--- config.mk ---
export PLATFORM = sky130hd
export DESIGN_NAME = bip_control
export DESIGN_NICKNAME = d
export VERILOG_FILES = /design/src/rtl/bip_control.sv
export SDC_FILE = /design/constraint.sdc
export NUM_CORES = 1
export LEC_CHECK = 0
export ABC_AREA = 0
export CAP_MARGIN = 20
export CORE_MARGIN = 1
export CORE_UTILIZATION = 39
export CTS_CLUSTER_SIZE = 14
export DETAILED_ROUTE_END_ITERATION = 10
export GPL_TIMING_DRIVEN = 0
export PLACE_DENSITY = 0.86
export SLEW_MARGIN = 30
export SYNTH_ARGS = -nofsm -noshare
export SYNTH_HDL_FRONTEND = slang
export SYNTH_SLANG_ARGS = --single-unit
--- constraint.sdc ---
create_clock -name i_clk -period 1.6 [get_ports i_clk]
set_clock_uncertainty 0.1 [all_clocks]
set_input_delay 0.24 -clock i_clk [delete_from_list [all_inputs] [get_ports i_clk]]
set_output_delay 0.24 -clock i_clk [all_outputs]
set_load 0.01 [all_outputs]
--- src/rtl/bip_control.sv ---
// BIP1 control unit: program counter, instruction decode and run/halt sequencing.
module bip_control #(
  parameter int NB_INSTR   = 16,
  parameter int NB_OPCODE  = 5,
  parameter int NB_OPERAND = 11,
  parameter int NB_ADDR    = 11,
  parameter int NB_CNT     = 16
) (
  input  logic                  i_clk,
  input  logic                  i_rst,
  input  logic                  i_start,
  input  logic [NB_INSTR-1:0]   i_instruction,
  output logic [NB_ADDR-1:0]    o_pc,
  output logic [NB_OPERAND-1:0] o_operand,
  output logic [1:0]            o_SelA,
  output logic                  o_SelB,
  output logic                  o_WrAcc,
  output logic                  o_op,
  output logic                  o_WrRam,
  output logic                  o_RdRam,
  output logic                  o_halt,
  output logic [NB_CNT-1:0]     o_cycle_count
);

  typedef enum logic [1:0] {
    ST_IDLE = 2'd0,
    ST_RUN  = 2'd1,
    ST_HALT = 2'd2
  } state_t;

  localparam logic [NB_OPCODE-1:0] OP_HLT  = NB_OPCODE'(0);
  localparam logic [NB_OPCODE-1:0] OP_STO  = NB_OPCODE'(1);
  localparam logic [NB_OPCODE-1:0] OP_LD   = NB_OPCODE'(2);
  localparam logic [NB_OPCODE-1:0] OP_LDI  = NB_OPCODE'(3);
  localparam logic [NB_OPCODE-1:0] OP_ADD  = NB_OPCODE'(4);
  localparam logic [NB_OPCODE-1:0] OP_ADDI = NB_OPCODE'(5);
  localparam logic [NB_OPCODE-1:0] OP_SUB  = NB_OPCODE'(6);
  localparam logic [NB_OPCODE-1:0] OP_SUBI = NB_OPCODE'(7);

  localparam logic [NB_ADDR-1:0] PC_ONE  = NB_ADDR'(1);
  localparam logic [NB_CNT-1:0]  CNT_ONE = NB_CNT'(1);

  state_t                state_q, state_d;
  logic [NB_ADDR-1:0]    pc_q, pc_d;
  logic [NB_CNT-1:0]     cnt_q, cnt_d;
  logic                  halt_q, halt_d;

  logic [NB_OPCODE-1:0]  opcode;
  logic                  is_hlt;

  assign opcode = i_instruction[NB_INSTR-1 -: NB_OPCODE];

  // Combinational decode: controls are only live in RUN so IDLE/HALT never strobe the datapath.
  always_comb begin
    o_SelA    = 2'b00;
    o_SelB    = 1'b0;
    o_WrAcc   = 1'b0;
    o_op      = 1'b0;
    o_WrRam   = 1'b0;
    o_RdRam   = 1'b0;
    o_operand = '0;
    is_hlt    = 1'b0;
    if (state_q == ST_RUN) begin
      o_operand = i_instruction[NB_OPERAND-1:0];
      case (opcode)
        OP_HLT: begin
          is_hlt    = 1'b1;
          o_operand = '0;
        end
        OP_STO:  o_WrRam = 1'b1;
        OP_LD: begin
          o_SelA  = 2'b00;
          o_WrAcc = 1'b1;
          o_RdRam = 1'b1;
        end
        OP_LDI: begin
          o_SelA  = 2'b01;
          o_WrAcc = 1'b1;
        end
        OP_ADD: begin
          o_SelA  = 2'b10;
          o_WrAcc = 1'b1;
          o_RdRam = 1'b1;
        end
        OP_ADDI: begin
          o_SelA  = 2'b10;
          o_SelB  = 1'b1;
          o_WrAcc = 1'b1;
        end
        OP_SUB: begin
          o_SelA  = 2'b10;
          o_op    = 1'b1;
          o_WrAcc = 1'b1;
          o_RdRam = 1'b1;
        end
        OP_SUBI: begin
          o_SelA  = 2'b10;
          o_SelB  = 1'b1;
          o_op    = 1'b1;
          o_WrAcc = 1'b1;
        end
        default: ;  // remaining opcodes behave as NOP: operand passes, no strobes
      endcase
    end
  end

  // Next-state: PC advances except on HLT, counter saturates, HALT is only left through reset.
  always_comb begin
    state_d = state_q;
    pc_d    = pc_q;
    cnt_d   = cnt_q;
    halt_d  = halt_q;
    case (state_q)
      ST_IDLE: begin
        if (i_start) state_d = ST_RUN;
      end
      ST_RUN: begin
        if (cnt_q != '1) cnt_d = cnt_q + CNT_ONE;
        if (is_hlt) begin
          state_d = ST_HALT;
          halt_d  = 1'b1;
        end else begin
          pc_d = pc_q + PC_ONE;
        end
      end
      ST_HALT: ;
      default: state_d = ST_IDLE;
    endcase
  end

  // State registers with synchronous reset taking priority over all updates.
  always_ff @(posedge i_clk) begin
    if (i_rst) begin
      state_q <= ST_IDLE;
      pc_q    <= '0;
      cnt_q   <= '0;
      halt_q  <= 1'b0;
    end else begin
      state_q <= state_d;
      pc_q    <= pc_d;
      cnt_q   <= cnt_d;
      halt_q  <= halt_d;
    end
  end

  assign o_pc          = pc_q;
  assign o_cycle_count = cnt_q;
  assign o_halt        = halt_q;

endmodule

== Word-level counts from Yosys, hierarchy flattened ==
Cells that the tools add are included.

* Word-level logic and storage cells: 50
* Register bits: 30
* Input bits: 19
* Output and inout port bits: 46

* Muxes and demuxes: 19
* Bitwise gates (word level): 2
* Add/sub/neg operators: 2
* Reduce and logical (&&, ||, !) cells: 11
* Equality and inequality tests: 12

{| class="wikitable"
|+ Operators by type and width
! cell !! count
|-
| 2-to-1 mux 11 bit || 2
|-
| equality test 5 x 3 -> 1 bit (second input constant) || 4
|-
| adder 16 x 1 -> 16 bit (second input constant) || 1
|-
| != test 16 bit (second input constant) || 1
|-
| 2-to-1 mux 1 bit || 12
|-
| adder 11 x 1 -> 11 bit (second input constant) || 1
|-
| equality test 5 x 2 -> 1 bit (second input constant) || 2
|-
| 2-to-1 mux 2 bit || 3
|-
| case mux 2 bit (3 select lines) || 1
|-
| AND reduction 2 bit || 3
|-
| OR reduction 6 bit || 1
|-
| equality test 5 x 1 -> 1 bit (second input constant) || 1
|-
| zero test 5 bit || 1
|-
| != test 2 bit (second input constant) || 2
|-
| case mux 2 bit (2 select lines) || 1
|-
| OR reduction 2 bit || 2
|-
| OR reduction 4 bit || 1
|-
| AND reduction 3 bit || 1
|-
| OR reduction 3 bit || 1
|-
| equality test 2 x 1 -> 1 bit (second input constant) || 1
|-
| equality test 2 bit (second input constant) || 1
|-
| zero test 2 bit || 1
|-
| inverter 1 bit || 2
|}

== Logic depth before layout (Yosys ltp) ==
Gate-level depths: netlist (run 1).

* Depth after elaboration: 5
* Mapped depth: 6
* Depth with buffers taken out: 5

== Worst setup path after synthesis (run 1) ==
OpenSTA, ideal clock, no wires.

* Path kind: reg2reg
* Start: register cnt_q[5] (netlist: o_cycle_count[5])
* End: register cnt_q[9] (netlist: o_cycle_count[9])
* Data arrival time: 1.641 ns
* Setup time: 0.070 ns
* Buffers on the path: 0
* Required time: 1.430 ns
* Clock period less this slack: 1.811 ns
* Setup slack: -0.211 ns
* Cell stages (with the launch flop): 5
* Cells stage by stage: dfxtp_1 > nand3_1 > or4_1 > or4_1 > a21oi_1

* Longest elaborated chain between the ends: 2
* Elaborated cells between the ends (all ways): 3
* Those cells by class: add/sub (1); eq/ne (1); reduce/logical (1)

{| class="wikitable"
|+ RTL lines
! item !! line !! text
|-
| start: declaration || 45 || <nowiki>logic [NB_CNT-1:0] cnt_q, cnt_d;</nowiki>
|-
| start signal: assignment || 141 || <nowiki>cnt_q <= cnt_d;</nowiki>
|-
| parallel branches: the longest is 2 deep, another holds adder 16 x 1 -> 16 bit || n/a ||
|}

Parallel ways; which one is timed is not known.
A chain may end at the register's enable or synchronous reset.

== Worst setup path after layout (run 1) ==
* Start: register cnt_q[15] (netlist: o_cycle_count[15])
* End: register cnt_q[13] (netlist: o_cycle_count[13])

* Longest elaborated chain between the ends: 2

{| class="wikitable"
|+ RTL lines
! item !! line !! text
|-
| != test 16 bit || 118 || <nowiki>if (cnt_q != '1) cnt_d = cnt_q + CNT_ONE;</nowiki>
|-
| AND reduction 2 bit (no source line) || n/a ||
|}

Every way passes these cells.

==> summary.md, run 1 <==
| Metric | Value |
|---|---|
| Status | `finished with violations` |
| Failing checks | `setup timing` |
| Crit Path Category | `reg -> reg` |
| Total grt overflow | `0` |
| Mapped Area | `0.00161 mm²` |
| Number of library cell types mapped by synthesis | `45` |
| Chip width | `66.3 µm` |
| Seq/Total Area, Yosys | `37.2%` |
| Layout area overhead | `90.9%` |
| Nets@finish | `325` |
| Post-synth EDFFs | `0` |
| Chip height | `66.3 µm` |
| CORE AREA | `0.00397 mm²` |
| R2R Setup Slk | `-250 ps` |
| Number of diodes | `0` |
| Ys async rst share | `0%` |
| Synth Area per Inst | `8.36 µm²` |
| GRT Util Overall | `25.4%` |
| # Max-Cap Violations | `0` |
| Layout cells sized above 1 | `49.8%` |
| Gpl congestion | `0.771` |
| Most common cell after layout, fill and taps aside | `buf_4` |
| I/O pins | `65` |
| CP required | `1680 ps` |
| First-pass GRT wire length | `8.40 mm` |
| Synthesized flop and latch total | `30` |
| DRT iter0 DRCs | `147` |
| Tmin final | `1850 ps` |
| Num CTS Buffers | `5` |
| Final setup vio count | `42` |
| Slew Limit Headroom | `70.9%` |
| Initial antenna violation count | `0` |
| Pwr dens | `535 mW/mm²` |
| Max Clk Rate | `542 MHz` |
| CTS tree | `done` |
| Yosys warns | `0` |
| Clock sinks | `30` |
| Worst r2r path cells | `6` |
| # port buffers | `64` |
| Worst Setup End Kind | `flop` |
| Die Area | `0.00440 mm²` |
| Final worst slack | `-246 ps` |
| Crit start category | `flop` |
| Row cnt | `23` |
| Worst skew pair latency | `290 ps` |
| Most frequent cells in the layout | `36 x buf_4, 24 x clkdlybuf4s50_1, 18 x buf_6, 13 x a21oi_1, 13 x dfxtp_4` |
| Worst setup path start | `o_cycle_count[15]` |
| DRC | `0` |
| Hold_ws | `379 ps` |
| Worst-path fanout max | `4` |
| Vias per std cell | `5.85` |
| Largest net degree at the start of global routing | `11` |
| Post-DP HPWL | `3.18 mm` |
| DRT Pass-1 Iters | `5` |
| Mapped Cells | `193` |
| R2r endpoint | `o_cycle_count[13]` |
| WL final | `6.53 mm` |
| Vias in the first global route | `1888` |
| H-tree levels | `2` |
| IR drop worst, VDD | `0.435 mV` |
| RSZ-0062 raised after global routing | `yes` |
| Critical Path AT | `1930 ps` |
| Final hold vios | `0` |
| Clock buffer depth | `2` |
| DRT antenna net count | `0` |
| DR vias | `2077` |
| Initial core utilization | `40.6%` |
| Leakage | `1.42 nW` |
| Filler instances | `250` |
| Least-Margin Pin Slew | `432 ps` |
| Wire per inst | `18.4 µm` |
| CP Capture Point | `o_cycle_count[13]` |
| Syn_nets | `214` |
| Final setup TNS | `-5700 ps` |
| Synth Flop Type | `dfxtp_1` |
| Worst r2r src | `o_cycle_count[15]` |
| Root buffer cell | `clkbuf_8` |
| Clock transition at path regs | `70 ps` |
| Max Slew Vio Count | `0` |
| Fin crit share | `115%` |
| Worst min-delay path class | `reg -> reg` |
==> synthesized netlist by cell type (4+ instances only) <==
cell type	count	share of area (%)
clkbuf_1	4	0.93
xor2_1	4	2.2
o21ai_0	6	1.9
dfxtp_1	30	37
nor4_1	5	1.9
nor2b_1	5	1.9
nor3_1	4	1.2
and3_1	6	2.3
or4_1	10	4.7
a21oi_1	17	5.3
nor2_1	14	3.3
nand3_1	8	2.5
nand2_1	11	2.6
inv_1	6	1.4
nand4_1	5	1.9
or3_1	4	1.6
and2_1	12	4.7
o31ai_1	7	3.3
==> logic make-up (layout without fill, tap and decap cells) <==
kind of cell	after synthesis	count (layout)	synth area share, %
buffers and inverters	13	125	3.34
AO/OA/AOI/OAI	43	43	16.9
XOR/XNOR	4	4	2.17
AND/OR/NAND/NOR	97	97	36.1
flip-flops	30	30	37.2
adder cells (fa/ha/maj)	2	2	1.55
multiplexers	4	4	2.72
==> what timing repair did <==
| action | 4_1_cts | 5_1_grt |
|---|---|---|
| hold buffers | 0 | 0 |
| gates resized for setup | 155 | 49 |
| cloned | 2 | 1 |
| setup buffers | 28 | 10 |
| setup endpoints to repair | 51 | 57 |
| pin swaps | 28 | 11 |
==> power breakdown <==
part           internal, mW  switching, mW  leakage, nW
clock network         0.309          0.292       0.0395
registers             0.741         0.0167        0.258
logic                 0.169          0.120         1.12
==> registers in the layout, summed over array words and instances, names as in the netlist <==
register and flops:
o_halt 1, state_q 2, o_pc 11, o_cycle_count 16
==> routing by layer <==
layer | global-route usage, % | up-vias | share of wire (%)
li1 | - | 946 | -
met1 | 27.4 | 960 | 38
met2 | 45.3 | 127 | 50
met3 | 7.76 | 44 | 6.5
met4 | 10.9 | 0 | 4.9
met5 | 0 | - | 0
==> how the worst min path moves through the flow <==
| stage | start | end | cells past startpoint |
|---|---|---|---|
| 2_1_floorplan | i_instruction[11] | state_q[1] | 3 |
| 3_3_place_gp | o_halt | o_halt | 2 |
| 3_5_place_dp | o_halt | o_halt | 2 |
| 4_1_cts | o_halt | o_halt | 2 |
| 5_1_grt | o_halt | o_halt | 2 |
| 6_report | o_halt | o_halt | 2 |
==> through the flow <==
step / power [mW] / cell area [µm²] / setup WS [ps] / std cells / util, %
2_1_floorplan: 0.870 / 1710 / -53.5 / 193 / -
3_3_place_gp: 0.992 / 2420 / -1080 / 307 / 60.9
3_5_place_dp: 0.995 / 2420 / -1080 / 307 / 60.9
4_1_cts: 1.61 / 2860 / -210 / 344 / 72.0
5_1_grt: 1.70 / 3080 / -267 / 355 / 77.5
6_report: 1.65 / 3080 / -246 / 355 / 77.5
==> worst max-delay path, cell delays in order (launching register included) <==
cell     delay [ps]
dfxtp_2         370
nand4_1         140
buf_4           180
nor4_4          400
buf_4           200
nor4_4           40
mux2_4          290
==> cell type report <==
cell class	count	area, µm²	area share, %
Buffer	6	52.6	1.71
Clock buffer	8	80.1	2.60
Inverter	6	22.5	0.731
Multi-Input combinational cell	150	1220	39.8
Sequential cell	30	664	21.6
Tap cell	50	62.6	2.03
Timing Repair Buffer	105	972	31.6
Power figures use the tool's default switching activity.
==> run 2: changes to the inputs <==
- CORE_UTILIZATION: 39 -> 40
- CTS_BUF_LIST: unset -> sky130_fd_sc_hd__clkbuf_4 sky130_fd_sc_hd__clkbuf_8
- PLACE_DENSITY: 0.86 -> 0.88
==> summary.md, run 2 (synthesis gave the netlist of run 1 again) <==
| Metric | Value |
|---|---|
| Status | `finished with violations (unchanged)` |
| Failing checks | `setup timing (unchanged)` |
| Layout area overhead | `90.1% (was 90.9%)` |
| Vias in the first global route | `1857 (was 1888)` |
| Number of flip-flops under the largest register name | `16 (unchanged)` |
| Slew Limit Headroom | `68.9% (was 70.9%)` |
| Switch share | `25.2% (was 26.0%)` |
| Nets@finish | `310 (was 325)` |
| CP required | `1260 ps (was 1680 ps)` |
| Internal Power | `1.36 mW (was 1.22 mW)` |
| Worst min-delay path class | `in -> reg (was reg -> reg)` |
| Least-Margin Pin Slew | `463 ps (was 432 ps)` |
| Gpl congestion | `0.786 (was 0.771)` |
| DRT iter0 DRCs | `197 (was 147)` |
| Max Clk Rate | `553 MHz (was 542 MHz)` |
| Pwr dens | `593 mW/mm² (was 535 mW/mm²)` |
| Leakage | `1.36 nW (was 1.42 nW)` |
| Clk pwr share | `42.6% (was 36.5%)` |
| H-tree levels | `2 (unchanged)` |
| # Max-Cap Violations | `0 (unchanged)` |
| Final setup vio count | `38 (was 42)` |
| Initial core utilization | `42.8% (was 40.6%)` |
| Tmin final | `1810 ps (was 1850 ps)` |
| Crit Path Category | `in -> out (was reg -> reg)` |
| Post-DP HPWL | `3.24 mm (was 3.18 mm)` |
| Chip width | `65.5 µm (was 66.3 µm)` |
| Max Slew Vio Count | `0 (unchanged)` |
| Row cnt | `22 (was 23)` |
| Final Power | `1.82 mW (was 1.65 mW)` |
| First-pass GRT wire length | `8.32 mm (was 8.40 mm)` |
| Layout cells sized above 1 | `51.7% (was 49.8%)` |
| Switch Pwr | `458 µW (was 429 µW)` |
| Worst Setup End Kind | `output port (was flop)` |
| Sequential Power Share | `41.6% (was 46.0%)` |
| CP max stage cell | `or4_4 (was nor4_4)` |
| Chip height | `65.5 µm (was 66.3 µm)` |
| Final hold vios | `0 (unchanged)` |
| Combinational share of power | `15.8% (was 17.6%)` |
| Clock buffer depth | `2 (unchanged)` |
| Final instance area | `0.00307 mm² (was 0.00308 mm²)` |
| Fin crit share | `113% (was 115%)` |
| Largest net degree at the start of global routing | `11 (unchanged)` |
| Vias per std cell | `5.99 (was 5.85)` |
| Wire per inst | `18.5 µm (was 18.4 µm)` |
| Initial antenna violation count | `0 (unchanged)` |
| Clock transition at path regs | `70 ps (about the same)` |
| Die Area | `0.00429 mm² (was 0.00440 mm²)` |
| Final worst slack | `-210 ps (was -246 ps)` |
| # port buffers | `64 (unchanged)` |
| GRT Util Overall | `25.7% (was 25.4%)` |
| Clock sinks | `30 (unchanged)` |
| DRC | `0 (unchanged)` |
| Final setup TNS | `-4580 ps (was -5700 ps)` |
| Number of diodes | `0 (unchanged)` |
| Worst-path fanout max | `5 (was 4)` |
| Critical Path AT | `1470 ps (was 1930 ps)` |
| I/O pins | `65 (unchanged)` |
| Worst path cell trace | `buf_8, or4_4, nor2_4, nor2_4, buf_8, and2_4, buf_6 (was nand4_1, buf_4, nor4_4, buf_4, nor4_4, mux2_4)` |
| Root buffer cell | `clkbuf_8 (unchanged)` |
| Cell Area, Placed | `0.00241 mm² (was 0.00242 mm²)` |
| CORE AREA | `0.00377 mm² (was 0.00397 mm²)` |
| RSZ-0062 raised after global routing | `yes (unchanged)` |
| WL final | `6.25 mm (was 6.53 mm)` |
| CP peak stage delay | `540 ps (was 400 ps)` |
| Total grt overflow | `0 (unchanged)` |
| DRT Pass-1 Iters | `4 (was 5)` |
| Most frequent cells in the layout | `30 x clkdlybuf4s50_1, 20 x buf_4, 19 x buf_6, 14 x dfxtp_4 (was 36 x buf_4, 24 x clkdlybuf4s50_1, 18 x buf_6, 13 x a21oi_1, 13 x dfxtp_4)` |
| DR vias | `2026 (was 2077)` |
| DRT antenna net count | `0 (unchanged)` |
| Crit start category | `input pin (was flop)` |
| Most common cell after layout, fill and taps aside | `clkdlybuf4s50_1 (was buf_4)` |
| IR drop worst, VDD | `0.347 mV (was 0.435 mV)` |
| CTS tree | `done (unchanged)` |
| Filler instances | `218 (was 250)` |
| Worst skew pair latency | `300 ps (was 290 ps)` |
| Num CTS Buffers | `5 (unchanged)` |
run 2: stage by stage:
| step | util (%) | hold slack [ps] | setup slack [ps] | cells |
|---|---|---|---|---|
| CTS | 73.6 | 376 | -210 | 328 |
| finish | 81.3 | 381 | -210 | 338 |
| detailed placement | 64.0 | 390 | -1100 | 305 |
| floorplan | - | 304 | -53.5 | 193 |
| global route | 81.3 | 406 | -249 | 338 |
| global placement | 64.0 | 381 | -1070 | 305 |
run 2: routing by layer:
| metal | global-route usage (%) | up-vias | wire length (µm) |
|---|---|---|---|
| li1 | - | 919 | - |
| met5 | 0 | - | 0 |
| met2 | 43.0 | 118 | 3240 |
| met1 | 28.9 | 973 | 2430 |
| met3 | 8.16 | 16 | 459 |
| met4 | 13.0 | 0 | 124 |
run 2: worst paths after layout:
path	start	end	slack, ps	depth (start not counted)
worst max register to register	o_cycle_count[5]	o_cycle_count[9]	-210	4
worst max-delay path	i_instruction[14]	o_operand[5]	-210	7
worst min register to register	o_cycle_count[14]	o_cycle_count[14]	400	2
worst min-delay path	i_instruction[15]	state_q[1]	380	6
run 2: power by group through the flow:
stage	Clock, mW	Combinational, mW	Sequential [mW]
after floorplan	0	0.0858	0.784
after global placement	0	0.209	0.782
after detailed placement	0	0.212	0.782
after CTS	0.765	0.248	0.762
after global routing	0.812	0.305	0.757
final	0.775	0.287	0.755
run 2: final cells by class:
cell class	instances	area, µm²	area share [%]
multi-input cells	150	1290	42.2
repair buffers	90	863	28.2
flip-flops and latches	30	668	21.8
clock buffers	5	68.8	2.24
well taps	48	60.1	1.96
plain buffers	6	48.8	1.59
clock inverters	3	40.0	1.31
inverters	6	22.5	0.734
run 2: critical path: cells and delay by family:
family        cells  cell delay, ps
buf+inv           3             330
simple gates      4             880
run 2: repair_timing:
action | CTS | global route
gates cloned | 3 | 0
setup buffers | 13 | 10
hold buffers | 0 | 0
gates resized for setup | 151 | 67
setup endpoints to repair | 53 | 60
pin swaps | 31 | 18
==> run 3: changes to the inputs <==
- REMOVE_ABC_BUFFERS: unset -> 1
==> summary.md, run 3 (synthesis gave the netlist of run 1 again) <==
| Metric | Value |
|---|---|
| # Max-Cap Violations | `0 (unchanged)` |
| Worst skew pair latency | `290 ps (was 300 ps)` |
| Clk pwr share | `39.6% (was 42.6%)` |
| Chip width | `65.5 µm (unchanged)` |
| H-tree levels | `2 (unchanged)` |
| Status | `finished with violations (unchanged)` |
| Hold_sp | `i_rst (was i_instruction[15])` |
| Pwr dens | `577 mW/mm² (was 593 mW/mm²)` |
| Number of flip-flops under the largest register name | `16 (unchanged)` |
| Clock buffer depth | `2 (unchanged)` |
| RSZ-0062 raised after global routing | `yes (unchanged)` |
| Worst-path fanout max | `6 (was 5)` |
| Worst setup path start | `o_cycle_count[6] (was i_instruction[14])` |
| Max Slew Vio Count | `0 (unchanged)` |
| DRC | `0 (unchanged)` |
| Row cnt | `22 (unchanged)` |
| Final worst slack | `-224 ps (was -210 ps)` |
| Initial antenna violation count | `0 (unchanged)` |
| Internal Power | `1.23 mW (was 1.36 mW)` |
| # port buffers | `64 (unchanged)` |
| I/O pins | `65 (unchanged)` |
| DRT iter0 DRCs | `143 (was 197)` |
| Root buffer cell | `clkbuf_8 (unchanged)` |
| Slew Limit Headroom | `54.6% (was 68.9%)` |
| Total grt overflow | `0 (unchanged)` |
| Crit start category | `flop (was input pin)` |
| Vias in the first global route | `1664 (was 1857)` |
| Cells after DPL | `298 (was 305)` |
| Num CTS Buffers | `5 (unchanged)` |
| Fin crit share | `114% (was 113%)` |
| Filler instances | `248 (was 218)` |
| WL final | `5.75 mm (was 6.25 mm)` |
| Sequential Power Share | `45.5% (was 41.6%)` |
| First-pass GRT wire length | `7.28 mm (was 8.32 mm)` |
| Clock transition at path regs | `60 ps (was 70 ps)` |
| Cts hold-fix bufs | `0 (unchanged)` |
| DRT antenna net count | `0 (unchanged)` |
| R2R Setup Slk | `-220 ps (was -210 ps)` |
| Initial core utilization | `42.8% (unchanged)` |
| CTS tree | `done (unchanged)` |
| Chip height | `65.5 µm (unchanged)` |
| Layout Cells excl Fill | `331 (was 338)` |
| Gpl congestion | `0.781 (was 0.786)` |
| Critical Path AT | `1930 ps (was 1470 ps)` |
| CORE AREA | `0.00377 mm² (unchanged)` |
| Worst r2r path cells | `4 (unchanged)` |
| Switch Pwr | `429 µW (was 458 µW)` |
| Most frequent cells in the layout | `30 x clkdlybuf4s50_1, 22 x buf_4, 16 x dfxtp_4, 14 x buf_2, 12 x nor2_1 (was 30 x clkdlybuf4s50_1, 20 x buf_4, 19 x buf_6, 14 x dfxtp_4)` |
| Combinational share of power | `14.8% (was 15.8%)` |
| Fin util | `76.4% (was 81.3%)` |
| Layout area overhead | `78.6% (was 90.1%)` |
| GRT Util Overall | `22.2% (was 25.7%)` |
| Final hold vios | `0 (unchanged)` |
| Clock sinks | `30 (unchanged)` |
| Final Power | `1.66 mW (was 1.82 mW)` |
| Least-Margin Pin Slew | `682 ps (was 463 ps)` |
| Switch share | `25.8% (was 25.2%)` |
| DRT Pass-1 Iters | `4 (unchanged)` |
| Nets@finish | `303 (was 310)` |
| Worst Setup End Kind | `flop (was output port)` |
| Crit Path Category | `reg -> reg (was in -> out)` |
| Die Area | `0.00429 mm² (unchanged)` |
| Largest net degree at the start of global routing | `34 (was 11)` |
| Failing checks | `setup timing (unchanged)` |
| DR vias | `1925 (was 2026)` |
| Leakage | `1.20 nW (was 1.36 nW)` |
| WHS Endpoint | `o_halt (was state_q[1])` |
| IR drop worst, VDD | `0.417 mV (was 0.347 mV)` |
| Worst min-delay path class | `in -> reg (unchanged)` |
| Number of diodes | `0 (unchanged)` |
| R2r endpoint | `o_cycle_count[9] (unchanged)` |
| Max Clk Rate | `548 MHz (was 553 MHz)` |
| Post-DP HPWL | `2.93 mm (was 3.24 mm)` |
| Hold path depth | `2 (was 6)` |
| Most common cell after layout, fill and taps aside | `clkdlybuf4s50_1 (unchanged)` |
| Layout cells sized above 1 | `46.6% (was 51.7%)` |
| Wire per inst | `17.4 µm (was 18.5 µm)` |
| Final setup vio count | `35 (was 38)` |
| Tmin final | `1820 ps (was 1810 ps)` |
| Worst r2r src | `o_cycle_count[6] (was o_cycle_count[5])` |
| CP required | `1710 ps (was 1260 ps)` |
| Vias per std cell | `5.82 (was 5.99)` |
[run 3: cell types whose count changed in the layout (fill, tap and decap cells not counted), sizes merged]
| cell | delta |
|---|---|
| buf | -4 |
| dlygate4sd2 | +1 |
| nor2 | +1 |
| dlymetal6s2s | -3 |
| clkinv | -1 |
| bufinv | -1 |
[run 3: worst max-delay path, stage by stage (launching register included)]
cell,delay [ps]
dfxtp_4,390
nand3_4,120
or4_4,540
or4_4,440
a21oi_2,150
[run 3: per-layer routing]
metal  wire [µm]  vias up  track usage (%)  share of wire, %
met5           0        -                0                 0
met1        2200      895             25.1                38
met3         349       21             6.08               6.1
met2        3000      100             39.6                52
li1            -      909                -                 -
met4         203        0             8.15               3.5
[run 3: worst max-delay path by stage]
stage,to,slack [ps]
4_1_cts,o_WrRam,-230
3_3_place_gp,o_operand[10],-1100
6_report,o_cycle_count[9],-220
2_1_floorplan,o_pc[10],-310
5_1_grt,o_RdRam,-270
3_5_place_dp,o_operand[10],-1130
[run 3: timing repair]
item | in CTS | in global routing
gates resized for setup | 151 | 63
hold endpoints to repair | 0 | 0
pin swaps | 23 | 22
setup buffers | 14 | 10
cloned | 1 | 0
endpoints found under the setup margin | 58 | 52
[run 3: area by class of cell]
class | count | area, µm² | area share (%)
Sequential cell | 30 | 672 | 23.3
Inverter | 6 | 22.5 | 0.782
Timing Repair Buffer | 88 | 797 | 27.7
Clock buffer | 7 | 90.1 | 3.13
Tap cell | 48 | 60.1 | 2.09
Multi-Input combinational cell | 151 | 1230 | 42.8
Clock inverter | 1 | 5.00 | 0.174
[run 3: through the flow]
| step | setup WS [ps] | instance area [µm²] | TNS (ps) | hold WS (ps) |
|---|---|---|---|---|
| after global routing | -266 | 2880 | -6350 | 393 |
| after global placement | -1100 | 2280 | -30500 | 351 |
| after floorplan | -311 | 1580 | -2490 | 209 |
| final | -224 | 2880 | -4520 | 375 |
| after CTS | -232 | 2550 | -4670 | 337 |
| after detailed placement | -1130 | 2280 | -29460 | 359 |
[run 3: power by group through the flow]
stage                     combinational, mW  sequential (mW)  clock [mW]
after global placement                0.189            0.788           0
after floorplan                      0.0642            0.790           0
after global routing                  0.266            0.758       0.695
after CTS                             0.211            0.772       0.656
after detailed placement              0.192            0.789           0
final                                 0.246            0.757       0.659
